$ cat src/rtl/op_ctrl_vars_gen.sv
// Three-deep loop-nest iteration generator: after a flush it issues one en pulse per
// iteration point every II cycles with the point's indices on ctrl_vars, then raises done.
module op_ctrl_vars_gen #(
  parameter logic [15:0] EXTENT_0 = 16'd1,
  parameter logic [15:0] EXTENT_1 = 16'd62,
  parameter logic [15:0] EXTENT_2 = 16'd62,
  parameter logic [15:0] START    = 16'd0,
  parameter logic [15:0] II       = 16'd1
) (
  input  logic             clk,
  input  logic             rst_n,
  input  logic             flush,
  input  logic             stall,
  output logic             en,
  output logic [2:0][15:0] ctrl_vars,
  output logic             done
);

  localparam logic [1:0] S_IDLE  = 2'd0;
  localparam logic [1:0] S_DELAY = 2'd1;
  localparam logic [1:0] S_RUN   = 2'd2;
  localparam logic [1:0] S_DONE  = 2'd3;

  localparam logic [15:0] E0_M1    = EXTENT_0 - 16'd1;
  localparam logic [15:0] E1_M1    = EXTENT_1 - 16'd1;
  localparam logic [15:0] E2_M1    = EXTENT_2 - 16'd1;
  localparam logic [15:0] START_M1 = START - 16'd1;
  localparam logic [15:0] II_M1    = II - 16'd1;

  // An empty nest skips straight to DONE at the point the first en would have appeared.
  localparam logic       ZERO_EXT  = (EXTENT_0 == 16'd0) || (EXTENT_1 == 16'd0) ||
                                     (EXTENT_2 == 16'd0);
  localparam logic [1:0] S_ISSUE   = ZERO_EXT ? S_DONE : S_RUN;
  localparam logic [1:0] S_RESTART = (START != 16'd0) ? S_DELAY : S_ISSUE;

  logic [1:0]       state_q, state_d;
  logic [15:0]      dly_q, dly_d;
  logic [15:0]      phase_q, phase_d;
  logic [2:0][15:0] idx_q, idx_d;
  logic             issue;
  logic             last_pt;

  assign issue   = (state_q == S_RUN) && (phase_q == 16'd0) && !stall;
  assign last_pt = (idx_q[0] == E0_M1) && (idx_q[1] == E1_M1) && (idx_q[2] == E2_M1);

  always_comb begin
    state_d = state_q;
    dly_d   = dly_q;
    phase_d = phase_q;
    idx_d   = idx_q;
    if (flush) begin
      state_d = S_RESTART;
      dly_d   = 16'd0;
      phase_d = 16'd0;
      idx_d   = '0;
    end else begin
      case (state_q)
        S_DELAY: begin
          if (!stall) begin
            if (dly_q == START_M1) begin
              state_d = S_ISSUE;
              dly_d   = 16'd0;
            end else begin
              dly_d = dly_q + 16'd1;
            end
          end
        end
        S_RUN: begin
          if (!stall) begin
            phase_d = (phase_q == II_M1) ? 16'd0 : phase_q + 16'd1;
          end
          // Indices freeze on the final point so DONE keeps showing it.
          if (issue) begin
            if (last_pt) begin
              state_d = S_DONE;
            end else if (idx_q[2] != E2_M1) begin
              idx_d[2] = idx_q[2] + 16'd1;
            end else begin
              idx_d[2] = 16'd0;
              if (idx_q[1] != E1_M1) begin
                idx_d[1] = idx_q[1] + 16'd1;
              end else begin
                idx_d[1] = 16'd0;
                idx_d[0] = idx_q[0] + 16'd1;
              end
            end
          end
        end
        default: ;
      endcase
    end
  end

  always_ff @(posedge clk or negedge rst_n) begin
    if (!rst_n) begin
      state_q <= S_IDLE;
      dly_q   <= 16'd0;
      phase_q <= 16'd0;
      idx_q   <= '0;
    end else begin
      state_q <= state_d;
      dly_q   <= dly_d;
      phase_q <= phase_d;
      idx_q   <= idx_d;
    end
  end

  assign en        = issue;
  assign ctrl_vars = idx_q;
  assign done      = (state_q == S_DONE);

endmodule

$ cat config.mk
export PLATFORM = sky130hd
export DESIGN_NAME = op_ctrl_vars_gen
export DESIGN_NICKNAME = d
export VERILOG_FILES = /design/src/rtl/op_ctrl_vars_gen.sv
export SDC_FILE = /design/constraint.sdc
export NUM_CORES = 1
export LEC_CHECK = 0
export BUFFER_PORTS_ARGS = -buffer_cell sky130_fd_sc_hd__buf_2
export CAP_MARGIN = 20
export CORE_MARGIN = 5
export CORE_UTILIZATION = 63
export DETAILED_ROUTE_END_ITERATION = 8
export HOLD_SLACK_MARGIN = 0.06
export PLACE_DENSITY = 0.95
export REMOVE_ABC_BUFFERS = 1
export SETUP_SLACK_MARGIN = 0.1
export SLEW_MARGIN = 40
export SYNTH_ARGS = -nofsm -noshare
export SYNTH_HDL_FRONTEND = slang
export SYNTH_SLANG_ARGS = --single-unit
$ cat constraint.sdc
create_clock -name clk -period 5.65 [get_ports clk]
set_input_delay 0 -clock clk [delete_from_list [all_inputs] [get_ports clk]]
set_output_delay 0 -clock clk [all_outputs]
set_load 0.1 [all_outputs]
==> impl_results.md <==
- Final Instance Area: around 5300 µm²
- Sequential Power Share: 53.1%
- Final Skew: 0.0127 ns
- Pre-CTS WS: between 2 and 3 ns
- Post-Syn Area: 4730 µm²
- Largest net degree at the start of global routing: 83
- Vias: roughly 4600
- Total core area: 7290 µm²
- Post-layout util: ~72%
- Diode count: 0
- Die Y: just under 100 µm
- Die ar.: 9350 µm²
- Total CTS buffers: 9
- Hold Fails Final Rpt: 0
- Number of synthesized flops with an enable pin: 0
- Synthesis-to-layout area growth: 11.5%
- Global placement routability congestion: 0.968
- Post-detailed-route DRC marker count: 0
- Drt total wl: 12000 µm
- Clock share of power: 39.3%
- Clock tree buffer depth: 2
- Tightest Pin Transition: 0.808 ns
- Min-delay worst type: in2reg
- Storage cell area: 2050 µm²
- LEAKAGE: between 2 and 2.5 nW
- Avg Inst Size Synth: around 9.1 µm²
- Critical path type: reg2reg
- FFs w/ async S/R, synth: 100%
- CTS tree: yes
- Placed Area: between 5000 and 6000 µm²
- Total power draw: 1.12 mW
- Minimum clock period: between 2 and 3 ns
- Die width: 96.7 µm
- Reg2Reg Setup Slack: between 2 and 3 ns
- WP data required: 5.89 ns
- Crit path max-delay family: simple AND/OR/NAND/NOR gates
- Crit Path Max Fanout: 21
- Distinct cells, synth: between 40 and 50
- Number of detailed-route iterations in the first pass: 5
- Internal: 0.825 mW
- Syn Inst Count: 523
- FILL cells: 523
- Antenna-violating nets left: 0
- IO buf count: between 50 and 60
- Remaining Overflow, GRT: 0
- Global Route Usage Sum: 24.7%
- CP Capture Type: flop
- Setup-failing EPs final: 0
- First-pass GRT wire length: around 20000 µm
- Starting Density: about 65%
- Worst Path Arrival: 3.20 ns
- Sw Share: a little over a quarter
- Total clock sinks: between 80 and 90
- Slowest cell delay on critical path: 0.59 ns
- WL/cell: ~18 µm
- Fmax: between 0.3 and 0.4 GHz
- Clock latency on the worst-skew pair: 0.36 ns
- Multi-input gate area: 2540 µm²
- Sequential area share after synthesis: 43.4%
- Io pins: 54
- Final WS setup: 2.69 ns
- Vias per cell: a little under 7
- Flops & latches, synth: 82
- Setup TNS: 0 ns
- Switching power total: just under 0.3 mW
- Count of final max-slew check failures: 0
- Worst vdd ir: 0.000127 V
- Initial antenna violation count: 0
- Max H-tree Level: 3
- Crit-path cells: or4_4, or4_1, o21ai_1, buf_4, nand2b_1, o41ai_1
- Hpwl dp: 7950 µm
- Power Dens Cells: roughly 210 nW/µm²
- FP Rows: 31
- Ys flop type: dfrtp_1
- Number of global-route vias before repair: 4151
- Unrepaired setup endpoints after global routing: false
- Nets@finish: 576
- CP max-delay cell: or4_1
- Logic pwr share: 7.6%
- WP buf/inv: 1
- Share of post-route cells with drive strength above 1: 16.2%
- Yosys warnings: 0
- Worst slew margin: a little under half
- Worst setup SP type: flop
- Final period util: 52.4%
- Worst-path clk slew: 0.09 ns
- Clock root buffer: clkbuf_8
- Status: completed
- Max-Cap Viols: 0
- Starting DRT DRC Count: about 470
-- area by class of cell --
class | instances | share of cell area (%)
clock inverters | 5 | 1.19
repair buffers | 56 | 5.67
inverters | 15 | 1.07
flip-flops and latches | 82 | 38.9
clock buffers | 11 | 2.68
multi-input cells | 399 | 48.2
well taps | 99 | 2.35
-- final timing paths --
path | start | end | cells after the start
max | phase_q[12]$_DFFE_PN0P_ | ctrl_vars[38]$_DFFE_PN0P_ | 6
min | stall | state_q[1]$_DFFE_PN0P_ | 3
max reg2reg | phase_q[12]$_DFFE_PN0P_ | ctrl_vars[38]$_DFFE_PN0P_ | 6
min reg2reg | ctrl_vars[31]$_DFFE_PN0P_ | ctrl_vars[31]$_DFFE_PN0P_ | 1
max in group asynchronous | rst_n | ctrl_vars[4]$_DFFE_PN0P_ | 2
min in group asynchronous | rst_n | dly_q[10]$_DFFE_PN0P_ | 2
-- cell usage after synthesis, drive strengths merged, types with 3 or more instances --
cell type,number,share of area (%)
a21oi,35,3.8
nor3,10,1.1
or2,5,0.66
and4,8,1.5
o41ai,9,1.7
and2,3,0.40
nand4,25,3.3
nand2,43,3.5
clkbuf,12,0.95
nor3b,4,0.63
ha,9,2.4
o311ai,5,0.93
mux2i,4,0.85
o21ai,27,2.9
a31oi,20,2.6
buf,15,1.7
nand3b,3,0.48
o31ai,31,4.9
xnor2,3,0.56
nand2b,8,1.1
nor4,12,2.2
nor2,44,3.5
inv,15,1.2
or4,20,3.4
xor2,14,2.6
or3,8,1.1
dfrtp,82,43
and3,8,1.1
nand3,24,2.6
-- tightest hold or removal path, cell delays in order --
cell and delay (ns):
buf_2 0.13, nor3b_1 0.17, or3_1 0.12
-- cells in the final DEF, fill, tap and decap left out, types with 5 or more instances in the layout --
| cell type | Yosys | final |
|---|---|---|
| nand4_1 | 25 | 25 |
| and4_1 | 8 | 8 |
| or3_1 | 8 | 8 |
| ha_1 | 9 | 9 |
| o21ai_0 | 25 | 25 |
| or4_1 | 17 | 17 |
| xor2_1 | 14 | 14 |
| buf_2 | 12 | 52 |
| nand3_1 | 23 | 23 |
| a31oi_1 | 20 | 20 |
| o41ai_1 | 9 | 8 |
| o31ai_1 | 31 | 31 |
| or2_2 | 5 | 5 |
| o311ai_0 | 5 | 5 |
| inv_1 | 15 | 15 |
| and3_1 | 8 | 8 |
| dfrtp_1 | 82 | 82 |
| clkbuf_8 | 0 | 11 |
| nor2_1 | 44 | 44 |
| nand2b_1 | 8 | 8 |
| nor4_1 | 10 | 10 |
| a21oi_1 | 34 | 33 |
| nand2_1 | 42 | 42 |
| nor3_1 | 10 | 9 |
-- kinds of logic after synthesis --
logic type,share of synthesized area [%]
buf+inv,3.81
compound gates,17.9
xor+xnor,3.15
flops,43.4
fa+ha+maj,2.38
mux,1.32
simple gates,28.0
-- flip-flops by register name (all words and copies together) (netlist names) --
| name | count |
|---|---|
| state_q | 2 |
| phase_q | 16 |
| ctrl_vars | 48 |
| dly_q | 16 |
-- routing by layer --
layer  track usage (%)  vias up  wire [µm]
met1              32.7     2224       4840
met4              8.42        0        242
met3              5.76       34        949
met5                 0        -          0
met2              40.2      257       5930
li1                  -     2069          -
-- per-stage QoR --
| step | cells | hold WS [ns] |
|---|---|---|
| global route | 667 | 0.166 |
| CTS | 667 | 0.0775 |
| floorplan | 496 | -0.296 |
| finish | 667 | 0.0979 |
| global placement | 650 | 0.224 |
| detailed placement | 650 | 0.0901 |
-- power groups by stage --
stage	Clock (mW)	Sequential, mW	Combinational, mW
floorplan	0	0.626	0.0300
global placement	0	0.606	0.0807
detailed placement	0	0.606	0.0838
CTS	0.447	0.595	0.0848
global route	0.471	0.596	0.0927
finish	0.441	0.595	0.0857
-- repair_timing --
item / CTS / global route
gates resized for setup: 0 / 0
hold endpoints to repair: 82 / 0
hold buffers: 1 / 0
buffers inserted: 0 / 0
Power figures use the tool's default switching activity.
